==> config.mk <==
export PLATFORM = sky130hd
export DESIGN_NAME = bcd_scan_mux_flat
export DESIGN_NICKNAME = d
export VERILOG_FILES = /design/src/rtl/bcd_scan_if.sv /design/src/rtl/bcd_scan_mux.sv /design/src/flat_wrapper.sv
export SDC_FILE = /design/constraint.sdc
export NUM_CORES = 1
export LEC_CHECK = 0
export BUFFER_PORTS_ARGS = -buffer_cell sky130_fd_sc_hd__buf_2
export CORE_ASPECT_RATIO = 0.75
export CORE_MARGIN = 3
export CORE_UTILIZATION = 58
export CTS_CLUSTER_DIAMETER = 40
export DETAILED_ROUTE_END_ITERATION = 7
export PLACE_DENSITY = 0.85
export SYNTH_ARGS = -nofsm -noshare
export SYNTH_HDL_FRONTEND = slang
export SYNTH_SLANG_ARGS = --single-unit
==> constraint.sdc <==
create_clock -name clk -period 3.64 [get_ports clk]
set_clock_uncertainty 0.2 [all_clocks]
set_input_delay 0.364 -clock clk [delete_from_list [all_inputs] [get_ports clk]]
set_output_delay 0.364 -clock clk [all_outputs]
set_load 0.05 [all_outputs]
==> src/rtl/bcd_scan_if.sv <==
// Input handshake bundle for bcd_scan_mux.
//   bcd_in   : packed BCD word, nibble k = bcd_in[4k+3:4k], digit 0 least significant
//   in_valid : bcd_in is valid (source side)
//   in_ready : sink can accept a word this cycle
// master = word source, slave = bcd_scan_mux.
interface bcd_scan_if #(
  parameter int unsigned DIGITS = 4
);
  logic [4*DIGITS-1:0] bcd_in;
  logic                in_valid;
  logic                in_ready;

  modport master (output bcd_in, output in_valid, input in_ready);
  modport slave  (input bcd_in, input in_valid, output in_ready);
endinterface

==> src/rtl/bcd_scan_mux.sv <==
// Multi-digit BCD display scanner: double-buffers a packed BCD word taken
// through a valid/ready handshake and time-multiplexes one nibble per slot onto
// a shared 7-segment decoder, with active-low digit enables and a dark gap at
// the start of every slot to avoid ghosting.
// Optional: define LEADING_ZERO_BLANK_EN to keep leading zero digits (k > 0) dark.
// Ports:
//   clk, rst_n   : clock, asynchronous active-low reset
//   in_if        : bcd_scan_if.slave (bcd_in / in_valid / in_ready)
//   bcd_out      : nibble to the decoder, always 0..9
//   an_n         : active-low digit enables, at most one low
//   frame_start  : one-cycle pulse on the frame transfer cycle
//   bcd_err      : sticky, active word holds a non-BCD nibble
module bcd_scan_mux #(
  parameter int unsigned DIGITS    = 4,
  parameter int unsigned PRESCALE  = 50000,
  parameter int unsigned BLANK_CYC = 16
) (
  input  logic              clk,
  input  logic              rst_n,
  bcd_scan_if.slave         in_if,
  output logic [3:0]        bcd_out,
  output logic [DIGITS-1:0] an_n,
  output logic              frame_start,
  output logic              bcd_err
);

  localparam int unsigned WW = 4 * DIGITS;
  localparam int unsigned CW = $clog2(PRESCALE);
  localparam int unsigned IW = $clog2(DIGITS);
  localparam logic [CW-1:0] SLOT_LAST = CW'(PRESCALE - 1);
  localparam logic [CW-1:0] SLOT_SHOW = CW'(BLANK_CYC);
  localparam logic [IW-1:0] IDX_LAST  = IW'(DIGITS - 1);

  typedef enum logic {ST_BLANK = 1'b0, ST_SHOW = 1'b1} state_t;

  state_t        state, state_d;
  logic [CW-1:0] slot_cnt, slot_nxt;
  logic [IW-1:0] idx, idx_nxt;
  logic [WW-1:0] active, active_nxt, pending;
  logic          pend_valid, pend_valid_nxt;
  logic          in_ready;
  logic          slot_wrap_c, xfer_c, accept_c, load_c;
  logic [3:0]    nib_c;
  logic          lz_hit_c;
  logic [DIGITS-1:0] lz_dark_c;

  logic [DIGITS-1:0] an_n_d;
  logic [3:0]        bcd_out_d;
  logic              frame_start_d, bcd_err_d, in_ready_d;

  assign in_if.in_ready = in_ready;

  // Next counter / buffer values; registered outputs are derived from these so
  // they line up with the counter value of the cycle they appear in.
  always_comb begin
    slot_wrap_c    = (slot_cnt == SLOT_LAST);
    xfer_c         = slot_wrap_c && (idx == IDX_LAST);
    accept_c       = in_if.in_valid && in_ready;
    load_c         = xfer_c && pend_valid;
    slot_nxt       = slot_wrap_c ? '0 : slot_cnt + CW'(1);
    idx_nxt        = idx;
    if (slot_wrap_c) idx_nxt = (idx == IDX_LAST) ? '0 : idx + IW'(1);
    active_nxt     = load_c ? pending : active;
    pend_valid_nxt = pend_valid;
    if (accept_c)    pend_valid_nxt = 1'b1;
    else if (load_c) pend_valid_nxt = 1'b0;
  end

  // Counters and word buffers.
  always_ff @(posedge clk or negedge rst_n) begin
    if (!rst_n) begin
      slot_cnt   <= '0;
      idx        <= '0;
      active     <= '0;
      pending    <= '0;
      pend_valid <= 1'b0;
    end else begin
      slot_cnt   <= slot_nxt;
      idx        <= idx_nxt;
      active     <= active_nxt;
      pend_valid <= pend_valid_nxt;
      if (accept_c) pending <= in_if.bcd_in;
    end
  end

  // FSM state register.
  always_ff @(posedge clk or negedge rst_n) begin
    if (!rst_n) state <= ST_BLANK;
    else        state <= state_d;
  end

  // FSM next state: dark until slot_cnt reaches BLANK_CYC, lit until the wrap.
  always_comb begin
    state_d = state;
    case (state)
      ST_BLANK: if (slot_nxt == SLOT_SHOW) state_d = ST_SHOW;
      ST_SHOW:  if (slot_wrap_c)           state_d = ST_BLANK;
      default:  state_d = ST_BLANK;
    endcase
  end

`ifdef LEADING_ZERO_BLANK_EN
  logic zrun;
  // Digit k > 0 is dark when it and every higher nibble are zero.
  always_comb begin
    zrun      = 1'b1;
    lz_dark_c = '0;
    for (int k = int'(DIGITS) - 1; k >= 1; k--) begin
      zrun         = zrun && (active_nxt[4*k +: 4] == 4'd0);
      lz_dark_c[k] = zrun;
    end
  end
`else
  assign lz_dark_c = '0;
`endif

  // Select the nibble of the digit about to be driven.
  always_comb begin
    nib_c    = 4'd0;
    lz_hit_c = 1'b0;
    for (int unsigned k = 0; k < DIGITS; k++) begin
      if (idx_nxt == IW'(k)) begin
        nib_c    = active_nxt[4*k +: 4];
        lz_hit_c = lz_dark_c[k];
      end
    end
  end

  // FSM outputs (next values of the output registers).
  always_comb begin
    an_n_d        = '1;
    bcd_out_d     = bcd_out;
    bcd_err_d     = bcd_err;
    frame_start_d = (slot_nxt == SLOT_LAST) && (idx_nxt == IDX_LAST);
    in_ready_d    = ~pend_valid_nxt;
    if (load_c) bcd_err_d = 1'b0;
    if (state_d == ST_SHOW) begin
      if (nib_c > 4'd9) begin
        // Non-BCD nibble: keep the digit dark and never pass it to the decoder.
        bcd_err_d = 1'b1;
        bcd_out_d = 4'd0;
      end else if (!lz_hit_c) begin
        an_n_d[idx_nxt] = 1'b0;
        bcd_out_d       = nib_c;
      end
    end
  end

  // Output registers.
  always_ff @(posedge clk or negedge rst_n) begin
    if (!rst_n) begin
      an_n        <= '1;
      bcd_out     <= 4'd0;
      frame_start <= 1'b0;
      bcd_err     <= 1'b0;
      in_ready    <= 1'b1;
    end else begin
      an_n        <= an_n_d;
      bcd_out     <= bcd_out_d;
      frame_start <= frame_start_d;
      bcd_err     <= bcd_err_d;
      in_ready    <= in_ready_d;
    end
  end

endmodule

==> src/flat_wrapper.sv <==
// flat-port wrapper written by rule: the top's interface ports become plain ports
module bcd_scan_mux_flat 
#(
  parameter int unsigned DIGITS    = 4,
  parameter int unsigned PRESCALE  = 50000,
  parameter int unsigned BLANK_CYC = 16
)
  (clk, rst_n, bcd_out, an_n, frame_start, bcd_err, in_if_bcd_in, in_if_in_valid, in_if_in_ready);
  bcd_scan_if #(.DIGITS(DIGITS)) in_if_i ();
  input  logic clk;
  input  logic rst_n;
  output logic [3:0] bcd_out;
  output logic [DIGITS-1:0] an_n;
  output logic frame_start;
  output logic bcd_err;
  input wire logic [$bits(in_if_i.bcd_in)-1:0] in_if_bcd_in;
  input wire logic [$bits(in_if_i.in_valid)-1:0] in_if_in_valid;
  output wire logic [$bits(in_if_i.in_ready)-1:0] in_if_in_ready;
  assign in_if_i.bcd_in = in_if_bcd_in;
  assign in_if_i.in_valid = in_if_in_valid;
  assign in_if_in_ready = in_if_i.in_ready;
  bcd_scan_mux #(.DIGITS(DIGITS), .PRESCALE(PRESCALE), .BLANK_CYC(BLANK_CYC)) u_core (.clk(clk), .rst_n(rst_n), .in_if(in_if_i), .bcd_out(bcd_out), .an_n(an_n), .frame_start(frame_start), .bcd_err(bcd_err));
endmodule
### Yosys cells after proc, flatten, opt, wreduce, memory -nomap -nowiden

Index checks and enable logic that the tools add are counted.

| storage, ports and cells | value |
|---|---|
| register bits after elaboration | 63 |
| latch bits | 0 |
| bits in writable memories | 0 |
| ROM bits | 0 |
| input port bits | 19 |
| output and inout port bits | 11 |
| logic and storage cells | 53 |
| memories | 0 |

| cells by class | value |
|---|---|
| $add $sub $neg | 2 |
| multipliers | 0 |
| divide/modulo/power cells | 0 |
| magnitude comparators | 3 |
| equality and inequality tests | 7 |
| shifts and indexed selects | 0 |
| muxes and demuxes | 21 |
| bitwise operators | 3 |
| reduce and logical (&&, ||, !) cells | 6 |

Operators with widths:

| kind | number |
|---|---|
| $eq 16x16->1 const B | 2 |
| $mux 16 | 2 |
| $mux 4 | 7 |
| $add 16x1->16 const B | 1 |
| $eq 16x5->1 const B | 1 |
| $mux 1 | 8 |
| $eq 2x2->1 const B | 3 |
| $logic_and 1x1->1 | 5 |
| $gt 4x4->1 const B | 1 |
| $mux 2 | 2 |
| $not 4->4 | 1 |
| $lt 2x3->1 const B | 1 |
| $add 2x1->2 const B | 1 |
| $demux 1 s2 | 1 |
| $eq 2x1->1 const B | 1 |
| $ge 2x1->1 const B | 1 |
| $logic_not 2->1 | 1 |
| $not 1->1 | 2 |
| $pmux 1 s2 | 1 |

### Logic depth before layout (Yosys ltp)

| logic depth | value |
|---|---|
| depth in word-level cells | 11 |
| depth in mapped cells | 10 |
| gate-level depth less buffers | 9 |

### Worst setup path after synthesis

No wires, ideal clock.

| path | value |
|---|---|
| path type | register -> register |
| start point | reg u_core.slot_cnt[7] |
| end point | reg u_core.bcd_out[0] |
| setup time | 0.120 ns |
| arrival time | 2.194 ns |
| data required time | 3.320 ns |
| path slack | 1.126 ns |
| stages on the path, launching flop included | 11 |
| buffers on the path | 2 |
| clock period less this slack | 2.514 ns |
| cells stage by stage | dfrtp_1 -> buf_6 -> nor4_4 -> and4_1 -> buf_6 -> mux2i_4 -> inv_4 -> nand4_1 -> and4_4 -> o22ai_4 -> a31o_1 |

| between the ends | value |
|---|---|
| elaborated cells on any way between the ends | 21 |
| those cells by class | add/sub (1); order compare (1); eq/ne (5); mux (11); reduce/logical (3) |

RTL lines:

| element | RTL line | RTL |
|---|---|---|
| from (decl) | bcd_scan_mux.sv:37 | `logic [CW-1:0] slot_cnt, slot_nxt;` |
| from (signal assigned) | bcd_scan_mux.sv:78 | `slot_cnt <= slot_nxt;` |
| $eq 16x16->1 * | bcd_scan_mux.sv:56 | `slot_wrap_c = (slot_cnt == SLOT_LAST);` |
| $mux 2 * | bcd_scan_mux.sv:62 | `if (slot_wrap_c) idx_nxt = (idx == IDX_LAST) ? '0 : idx + IW'(1);` |
| via u_core.idx_nxt[1] | bcd_scan_mux.sv:38 | `logic [IW-1:0] idx, idx_nxt;` |
| $logic_not 2->1 | bcd_scan_mux.sv:122 | `if (idx_nxt == IW'(k)) begin` |
| $mux 4 (3 in a row) | bcd_scan_mux.sv:122 |  |
| $mux 4 * | bcd_scan_mux.sv:122 |  |
| $gt 4x4->1 | bcd_scan_mux.sv:138 | `if (nib_c > 4'd9) begin` |
| $mux 4 * | bcd_scan_mux.sv:138 |  |
| to (signal assigned) | bcd_scan_mux.sv:159 | `bcd_out <= bcd_out_d;` |
| to (decl) | bcd_scan_mux.sv:21 | `output logic [3:0] bcd_out,` |

Mark *: on every way through the listed nets, which the timed path passes. The rest lies on a longest branch.
A chain may end at the register's enable or synchronous reset.

### Worst setup path in the final report

| path | value |
|---|---|
| start point | reg u_core.slot_cnt[0] |
| end point | reg u_core.bcd_out[0] |

The elaborated chain is that of the path after synthesis.

==> impl_metrics.ini <==
[drt]
ant_nets = 0
viasPerCell = 5.751
finalWirelength_um = 6048
drc = 0
wl_per_cell_um = 16.17
drt_iter0_markers = 145
drtPass1Iterations = 4
via_count = 2151

[finish]
fin_util_pct = 69.14
drive_above_1_share_pct = 31.79
nets = 319
area_delta_synth_final_pct = 12.83
n_fill_cell = 360
layout_commonest_cell = dfrtp_1
diodes = 0
final_cell_mix = dfrtp_1, nand2_1, buf_2

[clocking]
cts_resized = 0
numCtsBuffers = 9
clock_path_buffers = 2
postCtsSetupBuffers = 0
cts.sinks = 63
h-tree-depth = 3
cts_root_buffer = clkbuf_8
clkTransAtPathRegs_ns = 0.07
ctsHoldBuffers = 1
tritoncts = yes
insertion_delay_ns = 0.34

[synth]
ys_seq_area_share_pct = 51.84
synth_compound_area_share_pct = 8.115
syn-num-nets = 287
ys_ff_latch = 63
synthAdderAreaFrac_pct = 1.230
yosys_most_used_dff = dfrtp_1
synth-edff-count = 0
synth-simple-area-share_pct = 19.63
ys_warn_count = 0
syn_area_per_cell_um2 = 11.52
synthMuxAreaShare_pct = 11.68
syn-cell-area_mm2 = 0.003053
synthCells = 265
synth.distinct_cells = 55
async_reset_ff_share_pct = 100.0
synth_xor_xnor_area_share_pct = 4.590
synth_top_family_by_area = simple AND/OR/NAND/NOR gates

[worst_setup_path]
crit_chain = ha_1 > and3_1 > and4_1 > mux2i_4 > inv_4 > nand4_1 > and4_4 > o22ai_4 > a31o_1
r2r_start = u_core.slot_cnt[0]$_DFF_PN0_
ff2ff_setup_slack_ns = 0.34
required_ns = 3.67
timing.rr.end = u_core.bcd_out[0]$_DFFE_PN0P_
critPathCaptureType = flop
cp_slowest_cell = mux2i_4
start_kind = flop
cp_top_family = simple AND/OR/NAND/NOR gates
rr_worst_depth = 9
arrival_ns = 3.33
path_buf_inv = 1
path_class = reg -> reg
max_stage_delay_ns = 0.51
critical_path_peak_fanout = 11

[sta]
fin_tns_setup_ns = 0
worstMarginPinSlew_ns = 0.8424
max_freq_mhz = 303.1
timing.final.crit_share_pct = 90.64
rsz0062_at_grt = false
setup_viol = 0
min_period_ns = 3.299
finalMaxSlewViolations = 0
hold_viol = 0
relSlewSlack_pct = 43.84

[die]
core_area_mm2 = 0.004982
design.die.area_mm2 = 0.006179
num_io_pins = 30
rows = 22
die_h_um = 68.83
dieWidth_um = 89.78
initial_core_util_pct = 61.28

[global_route]
track_usage_pct = 20.57
grt_pass1_vias = 2006
grt_pass1_wl_um = 9791
grt_max_degree = 40
grt_overflow_total = 0
antenna_found_initial = 0

[pwr]
p_sw_share_pct = 21.16
share_comb_of_total_power_pct = 1.8
p_int_w = 0.001043
clkPwrFrac_pct = 45.3
seq_power_share_pct = 52.9
ir_drop_mv = 0.2881
switching_power_w = 0.0002800
p_leak_nw = 1.723
p_per_area_mw_per_mm2 = 384.1

[min_path]
whs_endpoint = u_core.pending[10]$_DFFE_PN0P_
hold_path.class = in -> reg
worstHoldStart = in_if_bcd_in[10]
holdPathStages = 2

[status]
status = finished, final reports clean

[job]
cap_viol_max_count = 0

[place]
gp_congestion = 0.8847
dp_hpwl_um = 4273
port_buffers = 29
==> logic make-up (layout without fill, tap and decap cells) <==
family / count (synthesis) / after routing
flops: 63 / 63
mux: 30 / 30
buf+inv: 16 / 53
simple gates: 106 / 106
xor+xnor: 16 / 16
compound gates: 31 / 31
fa+ha+maj: 3 / 3
==> Yosys cell counts, drive strengths merged (3+ instances only) <==
master / number / area share, %
and3: 4 / 0.86
and4: 6 / 2.0
buf: 8 / 1.8
dfrtp: 58 / 48
dfstp: 5 / 4.3
ha: 3 / 1.2
inv: 6 / 0.90
mux2: 22 / 8.2
mux2i: 8 / 3.4
nand2: 31 / 4.1
nand3: 23 / 3.8
nand4: 17 / 3.5
nor2: 11 / 1.4
o21ai: 13 / 2.1
o31ai: 3 / 0.90
xnor2: 7 / 2.0
xor2: 9 / 2.6
==> cell type report <==
class / count / area (µm²) / share of cell area (%)
clock buffer: 11 / 141.4 / 4.105
clock inverter: 5 / 58.81 / 1.707
inverter: 6 / 27.53 / 0.7991
multi-input combinational: 186 / 1381 / 40.10
sequential: 63 / 1583 / 45.95
tap: 72 / 90.09 / 2.615
timing repair buffer: 31 / 162.7 / 4.722
==> flip-flops by register name, indices dropped and copies added (netlist names) <==
register / cells
u_core.an_n: 4
u_core.bcd_out: 4
u_core.bcd_err: 1
u_core.active: 16
u_core.state: 1
u_core.slot_cnt: 16
u_core.in_if.in_ready: 1
u_core.frame_start: 1
u_core.idx: 2
u_core.pend_valid: 1
u_core.pending: 16
==> through the flow <==
stage / std cells / area (µm²) / power, W / setup WS [ns] / hold slack (ns)
after floorplan: 265 / 3053 / 0.0007136 / 1.126 / -0.1316
after global placement: 357 / 3234 / 0.0007361 / 0.5660 / 0.2784
after global routing: 374 / 3445 / 0.001369 / 0.1409 / 0.04403
final: 374 / 3445 / 0.001323 / 0.3409 / 0.05014
after CTS: 374 / 3445 / 0.001341 / 0.3846 / 0.03469
after detailed placement: 357 / 3234 / 0.0007369 / 0.4021 / 0.2887
==> how the worst max path moves through the flow <==
stage                                      start                             to  cells past startpoint
global placement    u_core.slot_cnt[0]$_DFF_PN0_  u_core.bcd_out[0]$_DFFE_PN0P_                      9
detailed placement  u_core.slot_cnt[0]$_DFF_PN0_  u_core.bcd_out[0]$_DFFE_PN0P_                      9
finish              u_core.slot_cnt[0]$_DFF_PN0_  u_core.bcd_out[0]$_DFFE_PN0P_                      9
global route        u_core.slot_cnt[0]$_DFF_PN0_  u_core.bcd_out[0]$_DFFE_PN0P_                      9
CTS                 u_core.slot_cnt[0]$_DFF_PN0_  u_core.bcd_out[0]$_DFFE_PN0P_                      9
floorplan           u_core.slot_cnt[7]$_DFF_PN0_  u_core.bcd_out[0]$_DFFE_PN0P_                     10
==> worst register-to-register path, stage by stage, from the launching register on <==
cell     delay (ns)
dfrtp_1        0.43
ha_1           0.44
and3_1         0.32
and4_1         0.50
mux2i_4        0.51
inv_4          0.10
nand4_1        0.11
and4_4         0.27
o22ai_4        0.09
a31o_1         0.22
==> layer usage <==
| layer | track usage, % | share of wire, % | up-vias |
|---|---|---|---|
| li1 | - | - | 1033 |
| met1 | 29.08 | 47 | 1032 |
| met2 | 31.18 | 45 | 79 |
| met3 | 7.267 | 7.0 | 7 |
| met4 | 4.015 | 0.63 | 0 |
| met5 | 0 | 0 | - |
==> power by group through the flow <==
stage,clock network (W),registers [W],logic [W]
detailed placement,0,0.000713,0.0000237
global route,0.000642,0.000700,0.0000276
global placement,0,0.000713,0.0000229
floorplan,0,0.000713,0.000000194
CTS,0.000616,0.000700,0.0000245
finish,0.000599,0.000700,0.0000232
Power figures use the tool's default switching activity.
